**config.mk**
```make
export PLATFORM = sky130hd
export DESIGN_NAME = can_bit_timing_gen
export DESIGN_NICKNAME = d
export VERILOG_FILES = /design/src/rtl/can_bit_timing_gen.sv
export SDC_FILE = /design/constraint.sdc
export NUM_CORES = 1
export LEC_CHECK = 0
export BUFFER_PORTS_ARGS = -buffer_cell sky130_fd_sc_hd__buf_4
export CAP_MARGIN = 40
export CORE_MARGIN = 2
export CORE_UTILIZATION = 33
export DETAILED_ROUTE_END_ITERATION = 8
export GPL_TIMING_DRIVEN = 0
export HOLD_SLACK_MARGIN = 0.06
export PLACE_DENSITY = 0.62
export SETUP_SLACK_MARGIN = 0.02
export SYNTH_ARGS = -nofsm -noshare
export SYNTH_HDL_FRONTEND = slang
export SYNTH_SLANG_ARGS = --single-unit
```
**constraint.sdc**
```tcl
create_clock -name clk -period 5.81 [get_ports clk]
set_input_delay 0.8715 -clock clk [delete_from_list [all_inputs] [get_ports clk]]
set_output_delay 0.8715 -clock clk [all_outputs]
set_load 0.02 [all_outputs]
```
**src/rtl/can_bit_timing_gen.sv**
```systemverilog
// can_bit_timing_gen: CAN time-quantum prescaler and bit-timing FSM with hard sync, resync and (triple) sampling.
module can_bit_timing_gen #(
  parameter int BRP_W   = 6,
  parameter int TSEG1_W = 4,
  parameter int TSEG2_W = 3,
  parameter int SJW_W   = 2
) (
  input  logic               clk,
  input  logic               rst,
  input  logic [BRP_W-1:0]   baud_r_presc,
  input  logic [SJW_W-1:0]   sync_jump_width,
  input  logic [TSEG1_W-1:0] time_segment1,
  input  logic [TSEG2_W-1:0] time_segment2,
  input  logic               triple_sampling,
  input  logic               reset_mode,
  input  logic               rx,
  input  logic               transmitting,
  input  logic               hard_sync_en,
  output logic               clk_en,
  output logic               sample_point,
  output logic               sampled_bit,
  output logic               tx_point,
  output logic               hard_sync
);
  localparam int PW = BRP_W + 1;
  localparam int M1 = TSEG1_W > SJW_W ? TSEG1_W : SJW_W;
  localparam int MW = M1 > TSEG2_W ? M1 : TSEG2_W;
  localparam int QW = MW + 2;
  typedef enum logic [1:0] {IDLE, SYNC, SEG1, SEG2} state_t;
  state_t state, state_n;
  logic [PW-1:0] cnt;
  logic [QW-1:0] qcnt, qcnt_n, ext, ext_n, ext_nx, shr, shr_n, shr_nx, sjw1, e, r;
  logic tick, rx_q, edge_pend, ep, hs, rs, early, seg1_end, seg2_end, tx_n, sp_n, rd, rd_n, s1, s2, maj;
  assign tick = cnt == {baud_r_presc, 1'b1};
  assign sjw1 = QW'(sync_jump_width) + QW'(1);
  assign ep   = edge_pend | (rx_q & ~rx);
  assign maj  = (s1 & s2) | (s1 & rx) | (s2 & rx);
  always_comb begin
    e        = qcnt + QW'(1);
    r        = QW'(time_segment2) - qcnt;
    hs       = ep & hard_sync_en & (state != IDLE);
    rs       = ep & ~hard_sync_en & ~transmitting & ~rd;
    early    = (state == SEG2) & rs & (r < sjw1);
    ext_n    = ((state == SEG1) & rs) ? (e < sjw1 ? e : sjw1) : ext;
    shr_n    = ((state == SEG2) & rs & ~early) ? sjw1 : shr;
    seg1_end = (state == SEG1) & (qcnt == QW'(time_segment1) + ext_n);
    seg2_end = (state == SEG2) & (early | (qcnt == QW'(time_segment2) - shr_n));
    state_n  = (state == IDLE) ? SYNC :
               hs              ? SEG1 :
               (state == SYNC) ? SEG1 :
               seg1_end        ? SEG2 :
               seg2_end        ? SYNC : state;
    tx_n     = (state == IDLE) | (~hs & seg2_end);
    sp_n     = ~hs & seg1_end;
    qcnt_n   = (hs | (state_n != state)) ? '0 : e;
    rd_n     = tx_n ? 1'b0 : (hs | (rs & ((state == SEG1) | (state == SEG2)))) ? 1'b1 : rd;
    ext_nx   = (tx_n | hs) ? '0 : ext_n;
    shr_nx   = (tx_n | hs) ? '0 : shr_n;
  end
  always_ff @(posedge clk) begin
    if (rst | reset_mode) begin
      state        <= IDLE;
      cnt          <= '0;
      qcnt         <= '0;
      ext          <= '0;
      shr          <= '0;
      rd           <= 1'b0;
      rx_q         <= 1'b1;
      edge_pend    <= 1'b0;
      s1           <= 1'b1;
      s2           <= 1'b1;
      clk_en       <= 1'b0;
      sample_point <= 1'b0;
      tx_point     <= 1'b0;
      hard_sync    <= 1'b0;
      sampled_bit  <= 1'b1;
    end else begin
      rx_q         <= rx;
      cnt          <= tick ? '0 : cnt + PW'(1);
      edge_pend    <= ~tick & ep;
      clk_en       <= tick;
      tx_point     <= tick & tx_n;
      sample_point <= tick & sp_n;
      hard_sync    <= tick & hs;
      if (tick) begin
        state <= state_n;
        qcnt  <= qcnt_n;
        ext   <= ext_nx;
        shr   <= shr_nx;
        rd    <= rd_n;
        s2    <= s1;
        s1    <= rx;
        if (sp_n) sampled_bit <= (triple_sampling && time_segment1 != '0) ? maj : rx;
      end
    end
  end
endmodule
```
Yosys cells after proc, flatten, opt, wreduce, memory -nomap -nowiden:

Index checks and enable logic that the tools add are counted.

* output and inout port bits: 5
* bits in registers: 37
* input bits: 22
* word-level logic and storage cells: 91

* equal/unequal tests: 7
* add/subtract/negate cells: 6
* magnitude comparators: 2
* reductions and logical operators: 8
* bitwise gates (word level): 39
* multiplexer cells: 14

Operators with widths (count)
* 6-bit 2-to-1 mux: 6
* 1-bit AND: 22
* 6-bit equality test: 2
* 6-bit by 3-bit less-than comparator with 1-bit output: 2
* 3-bit by 6-bit subtractor with 6-bit output: 2
* 2-bit 2-to-1 mux: 5
* 1-bit OR: 10
* 7-bit by 1-bit adder with 7-bit output (second input constant): 1
* 7-bit equality test: 1
* 1-bit inverter: 7
* 4-bit by 6-bit adder with 6-bit output: 1
* 6-bit by 1-bit adder with 6-bit output (second input constant): 1
* 2-bit equality test (second input constant): 2
* 2-bit AND reduction: 2
* 2-bit nonzero test: 2
* 4-bit nonzero test: 1
* 2-bit by 1-bit adder with 3-bit output (second input constant): 1
* 1-bit 2-to-1 mux: 3
* 2-bit by 1-bit equality test with 1-bit output (second input constant): 1
* 2-bit logical NOT: 1
* 2-bit inequality test: 1
* 2-bit OR reduction: 1
* 1-bit logical AND: 1

Depth between registers and ports, before layout:

* depth in word-level cells: 23
* gate-level depth with buffers: 23
* gate-level depth less buffers: 23

Worst setup path after synthesis:

No wires, ideal clock.

* path type: input port to flip-flop
* start: in time_segment2[0]
* end: reg ext[1]
* slack: 0.232 ns
* data arrival time: 5.509 ns
* stages on the path: 20
* buffers on the path: 0
* setup time: 0.068 ns
* cells stage by stage: inv_1 ha_1 fa_1 xnor2_1 ha_1 nand2_1 o21ai_0 and3b_1 or3_4 mux2i_1 ha_1 a21oi_1 and2_1 nor2_1 o41ai_1 o2111ai_2 a2111oi_4 o31ai_2 or4_4 o21ai_2

* cells in the longest elaborated chain, start to end: 14

RTL lines
* start: declaration: line 13 `input logic [TSEG2_W-1:0] time_segment2,`
* 3-bit by 6-bit subtractor with 6-bit output: line 40 `r = QW'(time_segment2) - qcnt;`
* 6-bit by 3-bit less-than comparator with 1-bit output: line 43 `early = (state == SEG2) & rs & (r < sjw1);`
* 1-bit AND: line 43
* 1-bit inverter: line 45 `shr_n = ((state == SEG2) & rs & ~early) ? sjw1 : shr;`
* 1-bit AND: line 45
* 6-bit 2-to-1 mux: line 45
* 3-bit by 6-bit subtractor with 6-bit output: line 47 `seg2_end = (state == SEG2) & (early | (qcnt == QW'(time_segment2) - shr_n));`
* 6-bit equality test: line 47
* 1-bit OR (*): line 47
* 1-bit AND (*): line 47
* 1-bit AND (*): line 53 `tx_n = (state == IDLE) | (~hs & seg2_end);`
* 1-bit OR (*): line 53
* 1-bit OR (*): line 57 `ext_nx = (tx_n | hs) ? '0 : ext_n;`
* 6-bit 2-to-1 mux (*): line 57
* end signal: assignment: line 88 `ext <= ext_nx;`
* end: declaration: line 32 `logic [QW-1:0] qcnt, qcnt_n, ext, ext_n, ext_nx, shr, shr_n, shr_nx, sjw1, e, r;`

Every way passes the cells marked *; elsewhere a longest branch is shown, timed or not.
A chain may end at the register's enable or synchronous reset.

Worst setup path after layout:

* start: in time_segment2[0]
* end: reg shr[1]

* cells in the longest elaborated chain, start to end: 14

RTL lines
* 3-bit by 6-bit subtractor with 6-bit output: line 40
* 6-bit by 3-bit less-than comparator with 1-bit output: line 43
* 1-bit AND: line 43
* 1-bit inverter: line 45
* 1-bit AND: line 45
* 6-bit 2-to-1 mux: line 45
* 3-bit by 6-bit subtractor with 6-bit output: line 47
* 6-bit equality test: line 47
* 1-bit OR: line 47
* 1-bit AND: line 47
* 1-bit AND: line 53
* 1-bit OR: line 53
* 1-bit OR: line 58 `shr_nx = (tx_n | hs) ? '0 : shr_n;`
* 6-bit 2-to-1 mux (*): line 58
* end signal: assignment: line 89 `shr <= shr_nx;`
* end: declaration: line 32

Marked as above.

==> impl_metrics.csv <==
group,metric,value,unit
final_layout,diodes,0,
final_layout,finish.instance_area,0.00313,mm2
drt,dr.pass1.iters,4,
placed_design,place.detailed.hpwl,4470,um
drt,via_per_inst,4.94,
sta,finClkSkew,0.00469,ns
floorplan,fp.dieH,92.4,um
worst_setup_path,critPathBufInv,3,
worst_setup_path,crit_path_end,"shr[1]",
final_layout,mostFrequentLayoutCells,"dfxtp_1 (37), buf_4 (32), nor2_1 (25), xnor2_1 (22)",
sta,rsz0062_at_grt,"no",
worst_setup_path,critPathArrivalTime,5.73,ns
sta,fmax,182,MHz
logic_synthesis,synth_fp_nets,347,
worst_setup_path,crit_start,"time_segment2[0]",
floorplan,initial_core_util,0.337,
final_layout,layout_commonest_cell,"dfxtp_1",
sta,slew_viol_final,0,
outcome,status,"complete, no violations",
drt,drc_errors,0,
final_layout,regArea,741,um2
min_path,min_path_type,"reg2reg",
floorplan,num_rows,32,
logic_synthesis,synth_edf_count,0,
sta,post-route-period-util,0.947,
cts,h-tree-depth,2,
logic_synthesis,ys_seq_area_frac,0.287,
final_layout,multi_input_comb_area,0.00179,mm2
global_routing,grt-ovfl-total,0,
cts,clock_latency,0.29,ns
worst_setup_path,worst-path-max-fanout,6,
worst_setup_path,r2r_end,"shr[1]",
logic_synthesis,async_reset_ff_frac,0,
cts,cts.clk_slew.worst_paths,0.08,ns
logic_synthesis,synthDistinctLibCells,52,
logic_synthesis,synth_ff_type,"dfxtp_1",
cts,numCtsBuffers,5,
sta,finalCriticalPeriod,5.50,ns
worst_setup_path,endpoint_kind,"flop",
worst_setup_path,worstSetupPathType,"in2reg",
global_routing,grt_max_degree,14,
drt,num_vias,2208,
worst_setup_path,rr_worst_depth,20,
worst_setup_path,crit_family,"simple AND/OR/NAND/NOR gates",
logic_synthesis,synthCells,304,
cts,clock_path_buffers,2,
pwr,peakVddDrop,0.0966,mV
final_layout,nets,387,
worst_setup_path,cp-start-kind,"primary input",
sta,slew_headroom,0.478,
final_layout,area_growth,21.6,%
worst_setup_path,path_cells,"buf_4 > inv_1 > ha_2 > fa_2 > inv_1 > ha_1 > nand2_1 > o21ai_2 > and3b_1 > or3_4 > mux2i_4 > ha_1 > a21oi_2 > and2_2 > nor2_1 > o41ai_2 > o2111ai_2 > a2111oi_4 > o31ai_4 > or4_4 > o21ai_2",
worst_setup_path,r2r_start,"qcnt[2]",
cts,cts_root_buffer,"clkbuf_8",
logic_synthesis,syn_avg_cell_area,8.48,um2
global_routing,grt_pass1_wl,9660,um
worst_setup_path,cp.depth,21,
floorplan,coreArea,0.00765,mm2
drt,ant_nets,0,
sta,tightest_slew,0.782,ns
final_layout,fill_cells,751,
pwr,p_total,0.555,mW
min_path,whs_path_depth,2,
cts,ctsHoldBuffers,0,
placed_design,portBuffers,26,
floorplan,die_w,92.4,um
global_routing,antenna_found_initial,0,
cts,clkSinkCount,37,
floorplan,die_area,0.00853,mm2
pwr,total_leakage_power,1.30,nW
cts,cts_tree,"yes",
logic_synthesis,ys_ff_latch,37,
logic_synthesis,syn_area,0.00258,mm2
drt,drt_wl_total,5860,um
final_layout,utilization,0.410,
floorplan,top_level_ports,27,
placed_design,gp_congestion,0.823,
worst_setup_path,ff2ff_setup_slack,0.47,ns
drt,first_iter_violations,67,
drt,wl_per_cell,13.1,um
logic_synthesis,ys_warn_count,0,
worst_setup_path,required,6.04,ns
global_routing,grt_usage,0.137,
sta,finalHoldViolCount,0,
pwr,power.density,177,mW/mm2
global_routing,first_global_vias,2083,
final_layout,drive_gt1_frac,0.214,
worst_setup_path,slowest_delay,0.64,ns
worst_setup_path,cpMaxStageDelayCell,"or4_4",
placed_design,place_area,0.00291,mm2
sta,finalSetupViolCount,0,
job,max-cap-violations,0,
-- worst reg2reg max path: cells and delay by family (launching register included) --
kind | cells | cell delay (ns)
XOR/XNOR | 1 | 0.15
multiplexers | 1 | 0.22
flip-flops | 1 | 0.32
adder cells (fa/ha/maj) | 3 | 1.00
buffers and inverters | 2 | 0.45
AO/OA/AOI/OAI | 7 | 1.41
AND/OR/NAND/NOR | 6 | 1.73
-- kinds of logic (layout without fill, tap and decap cells) --
logic type / count (synthesis) / after routing / share of synthesized area
fa+ha+maj: 21 / 21 / 0.111
buf+inv: 31 / 72 / 0.0456
xor+xnor: 31 / 31 / 0.105
compound gates: 61 / 61 / 0.188
flops: 37 / 37 / 0.287
mux: 9 / 9 / 0.0354
simple gates: 114 / 114 / 0.228
-- report_power, final --
part | internal (mW) | switching, mW
clock | 0.129 | 0.102
sequential | 0.255 | 0.00102
combinational | 0.0330 | 0.0362
-- synthesized netlist by cell type (all sizes together), types with 2 or more instances --
cell type / number / share of area
mux2i: 8 / 0.031
o211ai: 2 / 0.0058
or3: 4 / 0.012
nor2b: 4 / 0.0097
and3: 9 / 0.022
nor4: 3 / 0.0073
or2: 4 / 0.011
o21a: 4 / 0.012
and2: 5 / 0.012
nand2b: 5 / 0.012
nand3: 14 / 0.027
o2111ai: 3 / 0.013
nor3: 10 / 0.019
nor2: 25 / 0.036
fa: 3 / 0.023
xnor2: 22 / 0.075
a21oi: 12 / 0.023
ha: 18 / 0.087
a211oi: 4 / 0.012
nor3b: 2 / 0.0058
a22o: 2 / 0.0068
nand4: 3 / 0.0073
a21o: 5 / 0.015
nand2: 22 / 0.032
buf: 2 / 0.0034
dfxtp: 37 / 0.29
a2111oi: 2 / 0.021
o21ai: 12 / 0.032
o31ai: 5 / 0.017
o21bai: 2 / 0.0058
clkbuf: 8 / 0.012
xor2: 9 / 0.031
o41ai: 2 / 0.0068
inv: 21 / 0.031
-- repair_timing --
action,in CTS,in global routing
pin swaps,0,8
buffers inserted,0,6
gates resized for setup,3,14
setup endpoints to repair,16,21
-- per-stage QoR --
| stage | setup TNS, ns | hold slack, ns | setup slack [ns] | std cells |
|---|---|---|---|---|
| global route | 0 | 0.472 | 0.0188 | 447 |
| detailed placement | -7.20 | 0.443 | -0.465 | 433 |
| floorplan | 0 | 0.426 | 0.232 | 304 |
| CTS | 0 | 0.463 | 0.0558 | 441 |
| global placement | -5.13 | 0.435 | -0.370 | 432 |
| finish | 0 | 0.459 | 0.307 | 447 |
-- routing by layer --
metal,GRT usage,part of all wire,up-vias
met4,0.0299,0.0024,0
met2,0.236,0.49,23
li1,-,-,1148
met5,0,0,-
met1,0.183,0.48,1035
met3,0.0195,0.020,2
-- worst min-delay path by stage --
stage                start      to
finish              ext[0]  ext[0]
global route        ext[0]  ext[0]
CTS                 ext[0]  ext[0]
detailed placement  ext[0]  ext[0]
global placement    ext[0]  ext[0]
floorplan           cnt[0]  cnt[0]
-- final cells by class --
cell class	instances	share of cell area
Buffer	10	0.0124
Clock inverter	3	0.0148
Inverter	21	0.0251
Multi-Input combinational cell	236	0.570
Tap cell	102	0.0407
Sequential cell	37	0.236
Clock buffer	5	0.0220
Timing Repair Buffer	33	0.0782
-- state kept, by name (all words and copies together), names as in the netlist, 2 cells and up --
signal	flops
cnt	7
qcnt	6
shr	6
ext	6
state	2
Note: power is estimated with default switching activity, not from simulation.
